### src/rtl/exe_div_unit_if.sv
// Handshake and data bundle between the EXE stage and the divider.
// The EXE stage is the master; the divider is the slave.
interface exe_div_unit_if #(parameter int DATA_W = 32);
  logic                  div_start;
  logic                  div_signed;
  logic                  div_annul;
  logic [DATA_W-1:0]     div_opdata1;
  logic [DATA_W-1:0]     div_opdata2;
  logic [2*DATA_W-1:0]   div_result;
  logic                  div_ready;
  logic                  stallreq_div;
  logic                  div_busy;

  modport master (
    output div_start, div_signed, div_annul, div_opdata1, div_opdata2,
    input  div_result, div_ready, stallreq_div, div_busy
  );

  modport slave (
    input  div_start, div_signed, div_annul, div_opdata1, div_opdata2,
    output div_result, div_ready, stallreq_div, div_busy
  );
endinterface

### src/rtl/exe_div_unit.sv
// Iterative radix-2 restoring divider for DIV/DIVU in the EXE stage.
// One quotient bit per cycle; result is {remainder, quotient}, sign-corrected
// on the final iteration and held until the next completed divide.
module exe_div_unit #(
  parameter int DATA_W = 32
) (
  input  logic           cpu_clk_50M,
  input  logic           cpu_rst,
  exe_div_unit_if.slave  div_if
);
  localparam int CNT_W = $clog2(DATA_W) + 1;

  typedef enum logic [1:0] {IDLE, DIVZERO, CALC, DONE} state_t;

  state_t              state, state_nxt;
  logic [CNT_W-1:0]    cnt;
  logic [DATA_W-1:0]   dvd;      // dividend, shifts into the quotient
  logic [DATA_W-1:0]   dvs;      // divisor magnitude
  logic [DATA_W-1:0]   rem;      // partial remainder
  logic                sign_q, sign_r;

  logic [DATA_W:0]     rem_sh, diff;
  logic [DATA_W-1:0]   rem_nxt, quo_nxt;
  logic [DATA_W-1:0]   abs_op1, abs_op2;
  logic                last_iter, start_ok;

  // Magnitudes for signed divides; 0x80.. negates to itself and is used unsigned.
  assign abs_op1 = (div_if.div_signed && div_if.div_opdata1[DATA_W-1]) ? -div_if.div_opdata1 : div_if.div_opdata1;
  assign abs_op2 = (div_if.div_signed && div_if.div_opdata2[DATA_W-1]) ? -div_if.div_opdata2 : div_if.div_opdata2;
  assign start_ok  = div_if.div_start & ~div_if.div_annul;
  assign last_iter = (cnt == CNT_W'(DATA_W - 1));

  assign div_if.stallreq_div = div_if.div_start & ~div_if.div_ready & ~div_if.div_annul;
  assign div_if.div_busy     = (state != IDLE);

  // One restoring step: shift {rem, quo} left, trial-subtract, restore on borrow.
  always_comb begin
    rem_sh  = {rem, dvd[DATA_W-1]};
    diff    = rem_sh - {1'b0, dvs};
    rem_nxt = rem_sh[DATA_W-1:0];
    quo_nxt = {dvd[DATA_W-2:0], 1'b0};
    if (!diff[DATA_W]) begin
      rem_nxt = diff[DATA_W-1:0];
      quo_nxt = {dvd[DATA_W-2:0], 1'b1};
    end
  end

  // State register.
  always_ff @(posedge cpu_clk_50M or posedge cpu_rst) begin
    if (cpu_rst) state <= IDLE;
    else         state <= state_nxt;
  end

  // Next-state logic; annul wins in every state.
  always_comb begin
    state_nxt = state;
    case (state)
      IDLE:    if (start_ok) state_nxt = (div_if.div_opdata2 == '0) ? DIVZERO : CALC;
      DIVZERO: state_nxt = DONE;
      CALC:    if (last_iter) state_nxt = DONE;
      DONE:    state_nxt = IDLE;
      default: state_nxt = IDLE;
    endcase
    if (div_if.div_annul) state_nxt = IDLE;
  end

  // Operand latch, iteration datapath and registered result/ready.
  always_ff @(posedge cpu_clk_50M or posedge cpu_rst) begin
    if (cpu_rst) begin
      cnt               <= '0;
      dvd               <= '0;
      dvs               <= '0;
      rem               <= '0;
      sign_q            <= 1'b0;
      sign_r            <= 1'b0;
      div_if.div_result <= '0;
      div_if.div_ready  <= 1'b0;
    end else begin
      div_if.div_ready <= (state_nxt == DONE);
      case (state)
        IDLE: if (start_ok) begin
          cnt <= '0;
          rem <= '0;
          if (div_if.div_opdata2 == '0) begin
            // Divide by zero reports the raw dividend as the remainder.
            dvd    <= div_if.div_opdata1;
            dvs    <= '0;
            sign_q <= 1'b0;
            sign_r <= 1'b0;
          end else begin
            dvd    <= abs_op1;
            dvs    <= abs_op2;
            sign_q <= div_if.div_signed & (div_if.div_opdata1[DATA_W-1] ^ div_if.div_opdata2[DATA_W-1]);
            sign_r <= div_if.div_signed & div_if.div_opdata1[DATA_W-1];
          end
        end
        CALC: if (!div_if.div_annul) begin
          rem <= rem_nxt;
          dvd <= quo_nxt;
          cnt <= cnt + CNT_W'(1);
          if (last_iter)
            div_if.div_result <= {sign_r ? -rem_nxt : rem_nxt, sign_q ? -quo_nxt : quo_nxt};
        end
        DIVZERO: if (!div_if.div_annul) div_if.div_result <= {dvd, {DATA_W{1'b1}}};
        default: ;
      endcase
    end
  end
endmodule

### src/flat_wrapper.sv
// flat-port wrapper written by rule: the top's interface ports become plain ports
module exe_div_unit_flat 
#(
  parameter int DATA_W = 32
)
  (cpu_clk_50M, cpu_rst, div_if_div_start, div_if_div_signed, div_if_div_annul, div_if_div_opdata1, div_if_div_opdata2, div_if_div_result, div_if_div_ready, div_if_stallreq_div, div_if_div_busy);
  exe_div_unit_if #(.DATA_W(DATA_W)) div_if_i ();
  input  logic cpu_clk_50M;
  input  logic cpu_rst;
  input wire logic [$bits(div_if_i.div_start)-1:0] div_if_div_start;
  input wire logic [$bits(div_if_i.div_signed)-1:0] div_if_div_signed;
  input wire logic [$bits(div_if_i.div_annul)-1:0] div_if_div_annul;
  input wire logic [$bits(div_if_i.div_opdata1)-1:0] div_if_div_opdata1;
  input wire logic [$bits(div_if_i.div_opdata2)-1:0] div_if_div_opdata2;
  output wire logic [$bits(div_if_i.div_result)-1:0] div_if_div_result;
  output wire logic [$bits(div_if_i.div_ready)-1:0] div_if_div_ready;
  output wire logic [$bits(div_if_i.stallreq_div)-1:0] div_if_stallreq_div;
  output wire logic [$bits(div_if_i.div_busy)-1:0] div_if_div_busy;
  assign div_if_i.div_start = div_if_div_start;
  assign div_if_i.div_signed = div_if_div_signed;
  assign div_if_i.div_annul = div_if_div_annul;
  assign div_if_i.div_opdata1 = div_if_div_opdata1;
  assign div_if_i.div_opdata2 = div_if_div_opdata2;
  assign div_if_div_result = div_if_i.div_result;
  assign div_if_div_ready = div_if_i.div_ready;
  assign div_if_stallreq_div = div_if_i.stallreq_div;
  assign div_if_div_busy = div_if_i.div_busy;
  exe_div_unit #(.DATA_W(DATA_W)) u_core (.cpu_clk_50M(cpu_clk_50M), .cpu_rst(cpu_rst), .div_if(div_if_i));
endmodule
### config.mk
export PLATFORM = sky130hd
export DESIGN_NAME = exe_div_unit_flat
export DESIGN_NICKNAME = d
export VERILOG_FILES = /design/src/rtl/exe_div_unit_if.sv /design/src/rtl/exe_div_unit.sv /design/src/flat_wrapper.sv
export SDC_FILE = /design/constraint.sdc
export NUM_CORES = 1
export LEC_CHECK = 0
export ABC_AREA = 1
export BUFFER_PORTS_ARGS = -buffer_cell sky130_fd_sc_hd__buf_2
export CAP_MARGIN = 25
export CORE_AREA = 4 4 170 172
export DETAILED_ROUTE_END_ITERATION = 7
export DIE_AREA = 0 0 174 176
export GPL_ROUTABILITY_DRIVEN = 0
export PLACE_DENSITY = 0.69
export SYNTH_ARGS = -nofsm -noshare
export SYNTH_HDL_FRONTEND = slang
export SYNTH_SLANG_ARGS = --single-unit
### constraint.sdc
create_clock -name cpu_clk_50M -period 7.55 [get_ports cpu_clk_50M]
set_clock_uncertainty 0.05 [all_clocks]
set_input_delay 1.1325 -clock cpu_clk_50M [delete_from_list [all_inputs] [get_ports cpu_clk_50M]]
set_output_delay 1.1325 -clock cpu_clk_50M [all_outputs]
set_load 0.1 [all_outputs]
# Word level (Yosys, flattened, before mapping)
# Cells that the tools add are included.
# totals
ff_bits	171
input_bits	69
# op_classes
n_addsub	6
eq_ne	9
n_mux	28
n_bitwise	8
n_reduce_logical	10
# op_table
operator	count
two-way mux 32 bit	11
two-way mux 64 bit	3
negation 32 bit	4
one-hot mux 32 bit (2 select lines)	2
one-hot mux 64 bit (2 select lines)	1
subtractor 33 x 32 -> 33 bit	1
logical NOT 32 bit	1
two-way mux 6 bit	2
one-hot mux 6 bit (2 select lines)	1
two-way mux 2 bit	4
one-hot mux 2 bit (4 select lines)	1
adder 6 x 1 -> 6 bit, second input constant	1
== test 2 bit, second input constant	3
== test 6 x 5 -> 1 bit, second input constant	1
nonzero test 2 bit	3
AND 1 bit	5
inequality test 2 x 1 -> 1 bit, second input constant	2
inequality test 2 bit, second input constant	2
AND reduction 4 bit	1
two-way mux 1 bit	3
AND reduction 3 bit	1
== test 2 x 1 -> 1 bit, second input constant	1
logical AND 1 bit	2
logical NOT 2 bit	1
other kinds (3)	4

# Logic depth before layout (Yosys ltp)
# logic_depth
word_depth	7
ltp_mapped	28
mapped_depth_nobuf	27

# Least setup slack after synthesis
# Ideal clock, no wire load.
# synth_path
kind	reg-to-reg
start	register u_core.dvd[31]
end	register u_core.div_if.div_result[30]
setup_time_ns	0.121
t_arrival_ns	3.680
path_slack_ns	3.698
stages_incl_launch_ff	28
path_buffers	1
period_less_slack_ns	3.852
path_cell_list	dfrtp_1 > inv_1 > ha_1 > inv_1 > fa_1 > nand2_1 > nand2_1 > nand3_1 > nand2_2 > nand2_2 > nand2_4 > nand2_8 > nand3_4 > nand2_8 > buf_4 > ha_1 > nand4_1 > nor3_1 > nand4_1 > nor2_1 > inv_1 > nor3_1 > nand3_1 > nand2_1 > nand2_1 > xor2_1 > o22ai_1 > inv_1
# synth_via
elab_chain_cells	7
# synth_lines
item	line_no	rtl
start: declaration	exe_div_unit.sv:17	logic [DATA_W-1:0] dvd;
start signal: assignment	exe_div_unit.sv:86	dvd <= div_if.div_opdata1;
start signal: assignment	exe_div_unit.sv:91	dvd <= abs_op1;
start signal: assignment	exe_div_unit.sv:99	dvd <= quo_nxt;
subtractor 33 x 32 -> 33 bit	exe_div_unit.sv:39	diff = rem_sh - {1'b0, dvs};
two-way mux 1 bit	exe_div_unit.sv:42	if (!diff[DATA_W]) begin
negation 32 bit	exe_div_unit.sv:102	div_if.div_result <= {sign_r ? -rem_nxt : rem_nxt, sign_q ? -quo_nxt : quo_nxt};
two-way mux 32 bit	exe_div_unit.sv:102	
two-way mux 64 bit	exe_div_unit.sv:101	if (last_iter)
two-way mux 64 bit	exe_div_unit.sv:97	CALC: if (!div_if.div_annul) begin
one-hot mux 64 bit (2 select lines)	exe_div_unit.sv:80	case (state)
end signal: assignment	exe_div_unit.sv:102	
end signal: assignment	exe_div_unit.sv:104	DIVZERO: if (!div_if.div_annul) div_if.div_result <= {dvd, {DATA_W{1'b1}}};
end: declaration	exe_div_unit_if.sv:21	output div_result, div_ready, stallreq_div, div_busy
# Every way passes these cells. The select of a mux whose other input is x is not followed.
# A chain may end at the register's enable or synchronous reset.

# Worst setup path after layout
# layout_path
start	register u_core.dvd[31]
end	register u_core.div_if.div_result[28]
# Same word-level chain as after synthesis.

==> flow_summary.json <==
{
  "syn_nets": 2215,
  "drc": 0,
  "drtIter0Drc": 1393,
  "cp.required_ps": 7840,
  "maxCapViolCount": 0,
  "htreeDepth": 4,
  "clock_path_buffers": 2,
  "maxSlewHeadroom_pct": 44.1,
  "synth_seq_cells": 171,
  "cts_buffers": 17,
  "grt_pass1_wl_um": 66400,
  "worstMarginPinSlew_ps": 838,
  "area_growth_pct": 11.4,
  "drtAntennaViolNets": 0,
  "hold_slack_ps": 435,
  "endpoint_kind": "flop",
  "cts_sinks": 171,
  "grt_max_degree": 64,
  "synth_area_mm2": 0.0135,
  "r2r_cells": 26,
  "cts_tree": "yes",
  "dp_hpwl_um": 31600,
  "fin_cells": 2570,
  "via_per_inst": 5.42,
  "antenna_cells": 0,
  "final_cell_mix": "nand2_1, inv_1, nor2_1, dfrtp_1, o21ai_0",
  "ys.flop_type": "dfrtp_1",
  "antenna_found_initial": 1,
  "crit_type": "reg2reg",
  "io_pins": 136,
  "yosysUniqueCellTypes": 47,
  "crit_arrival_ps": 4900,
  "min_delay_path_depth": 2,
  "cts_resized": 0,
  "syn_inst": 2105,
  "clkLatencyLatePin_ps": 440,
  "final_util_pct": 54.8,
  "final_common_cell": "nand2_1",
  "design.die.area_mm2": 0.0306,
  "synth_warnings": 0,
  "synth-seq-area-share_pct": 31.6,
  "timing.final.crit_share_pct": 61.1,
  "synth-edff-count": 0,
  "core_mm2": 0.0275,
  "die_w_um": 174,
  "cts_setup_buffers": 0,
  "hp-class": "reg2reg",
  "multi_input_area_mm2": 0.00774,
  "grt_remaining_overflow": 0,
  "crit_path_start_kind": "flop",
  "n_fill_cell": 2748,
  "clk_pin_slew_ps": 80,
  "nets": 2321,
  "syn_area_per_cell_um2": 6.42,
  "first_pass_iters": 6,
  "die_y_um": 176,
  "portBuffers": 135,
  "cts_root_buf": "clkbuf_16",
  "max_freq_mhz": 217,
  "final_max_slew_viol_count": 0,
  "drive_gt1_share_pct": 11.6,
  "grt_pass1_vias": 13026,
  "cp_max_fo": 33,
  "setup_viol_count_final": 0,
  "status": "finished, final reports clean",
  "grtUsageTotal_pct": 26.6,
  "rsz0062_at_grt": "no",
  "routed_wl_um": 41400,
  "tns_ps": 0,
  "min_period_ps": 4620,
  "seqCellArea_mm2": 0.00428,
  "hold_buffers": 0,
  "num_vias": 13923,
  "async_flop_share_pct": 100,
  "hold_viol": 0,
  "start_util_pct": 49.2,
  "dp.cells": 2537,
  "wl_per_cell_um": 16.1,
  "rows": 61
}
[kinds of logic (layout without fill, tap and decap cells)]
kind of cell    after synthesis  after routing  synth area share, %
compound gates              333            333                 13.6
xor+xnor                     78             78                 5.05
fa+ha+maj                    41             41                 3.85
buf+inv                     383            502                 11.1
flops                       171            171                 31.6
simple gates               1099           1099                 34.8
[worst max-delay path, cell delays in order (launching register included)]
cell	delay, ps
dfrtp_1	360
inv_1	160
ha_1	170
inv_1	70
fa_1	400
nand2_1	80
nand2_1	70
nand3_1	100
nand2_2	100
nand2_2	100
nand2_4	70
nand2_8	80
nand3_4	150
nand2_8	270
ha_1	250
nand4_1	160
nor3_1	420
nand4_1	140
nor2_1	180
inv_1	110
nor3_1	350
nand3_1	120
nand2_1	140
nand2_1	80
xor2_1	140
o22ai_1	110
inv_1	50
[worst paths after layout]
check / slack, ps / endpoint / startpoint
worst max-delay path: 2930 / u_core.div_if.div_result[28]$_DFFE_PP0P_ / u_core.dvd[31]$_DFFE_PP0P_
worst min-delay path: 430 / u_core.div_if.div_result[41]$_DFFE_PP0P_ / u_core.div_if.div_result[41]$_DFFE_PP0P_
worst max register to register: 2930 / u_core.div_if.div_result[28]$_DFFE_PP0P_ / u_core.dvd[31]$_DFFE_PP0P_
worst min register to register: 430 / u_core.div_if.div_result[41]$_DFFE_PP0P_ / u_core.div_if.div_result[41]$_DFFE_PP0P_
max in group asynchronous: 5570 / u_core.dvs[25]$_DFFE_PP0P_ / cpu_rst
min in group asynchronous: 650 / u_core.div_if.div_result[6]$_DFFE_PP0P_ / cpu_rst
[per-stage QoR]
step / setup slack [ps] / instance area, µm²
global route: 2500 / 15100
detailed placement: 3000 / 14400
CTS: 2990 / 15000
finish: 2930 / 15100
global placement: 3150 / 14400
floorplan: 1740 / 13500
[sequential cells by signal, summed over array words and instances (netlist names)]
signal / cells
u_core.div_if.div_result: 64
u_core.dvd: 32
u_core.dvs: 32
u_core.rem: 32
u_core.cnt: 6
u_core.state: 2
u_core.div_if.div_ready: 1
u_core.sign_q: 1
u_core.sign_r: 1
[area by class of cell]
class                   instances  area share (%)
clock buffers                  18            2.92
clock inverters                14            1.01
inverters                     320            8.01
multi-input cells            1551            51.4
flip-flops and latches        171            28.4
well taps                     346            2.87
repair buffers                150            5.37
[cell usage after synthesis, types with 2 or more instances]
| cell | instances | area share, % |
|---|---|---|
| and3_1 | 3 | 0.14 |
| a21oi_1 | 92 | 3.4 |
| nand2_2 | 30 | 1.4 |
| clkbuf_1 | 46 | 1.3 |
| and2_1 | 2 | 0.093 |
| xnor2_1 | 20 | 1.3 |
| o221ai_1 | 2 | 0.13 |
| o31ai_1 | 6 | 0.33 |
| nor3_1 | 26 | 0.96 |
| nand3_1 | 123 | 4.6 |
| nand2_1 | 656 | 18 |
| inv_2 | 11 | 0.31 |
| ha_1 | 40 | 3.7 |
| buf_6 | 5 | 0.42 |
| a31oi_1 | 20 | 0.93 |
| nand3_4 | 3 | 0.39 |
| buf_4 | 2 | 0.11 |
| nor4_1 | 3 | 0.14 |
| o21ai_1 | 8 | 0.30 |
| dfrtp_1 | 171 | 32 |
| nand4_1 | 21 | 0.97 |
| clkinv_1 | 2 | 0.056 |
| nor2_1 | 196 | 5.4 |
| a21oi_4 | 2 | 0.24 |
| nor2_2 | 9 | 0.42 |
| nand2_4 | 6 | 0.50 |
| nand3b_1 | 8 | 0.44 |
| a21o_1 | 2 | 0.11 |
| xor2_1 | 58 | 3.8 |
| buf_2 | 2 | 0.074 |
| inv_1 | 307 | 8.5 |
| nand3_2 | 2 | 0.15 |
| buf_1 | 7 | 0.19 |
| or2_2 | 2 | 0.093 |
| nor2_4 | 4 | 0.33 |
| o21ai_0 | 143 | 5.3 |
| a21oi_2 | 2 | 0.13 |
| o22ai_1 | 43 | 2.0 |
| o211ai_1 | 10 | 0.56 |
| nand2_8 | 3 | 0.44 |
[per-layer routing]
metal / vias up / GRT usage, % / part of all wire, %
li1: 6911 / - / -
met1: 6421 / 36.8 / 45
met2: 498 / 43.0 / 45
met3: 91 / 4.18 / 6.5
met4: 2 / 8.84 / 3.0
met5: - / 0 / 0.031
Power is not shown: default switching activity piles up to over one toggle a cycle in this logic, so the estimate is an artifact.
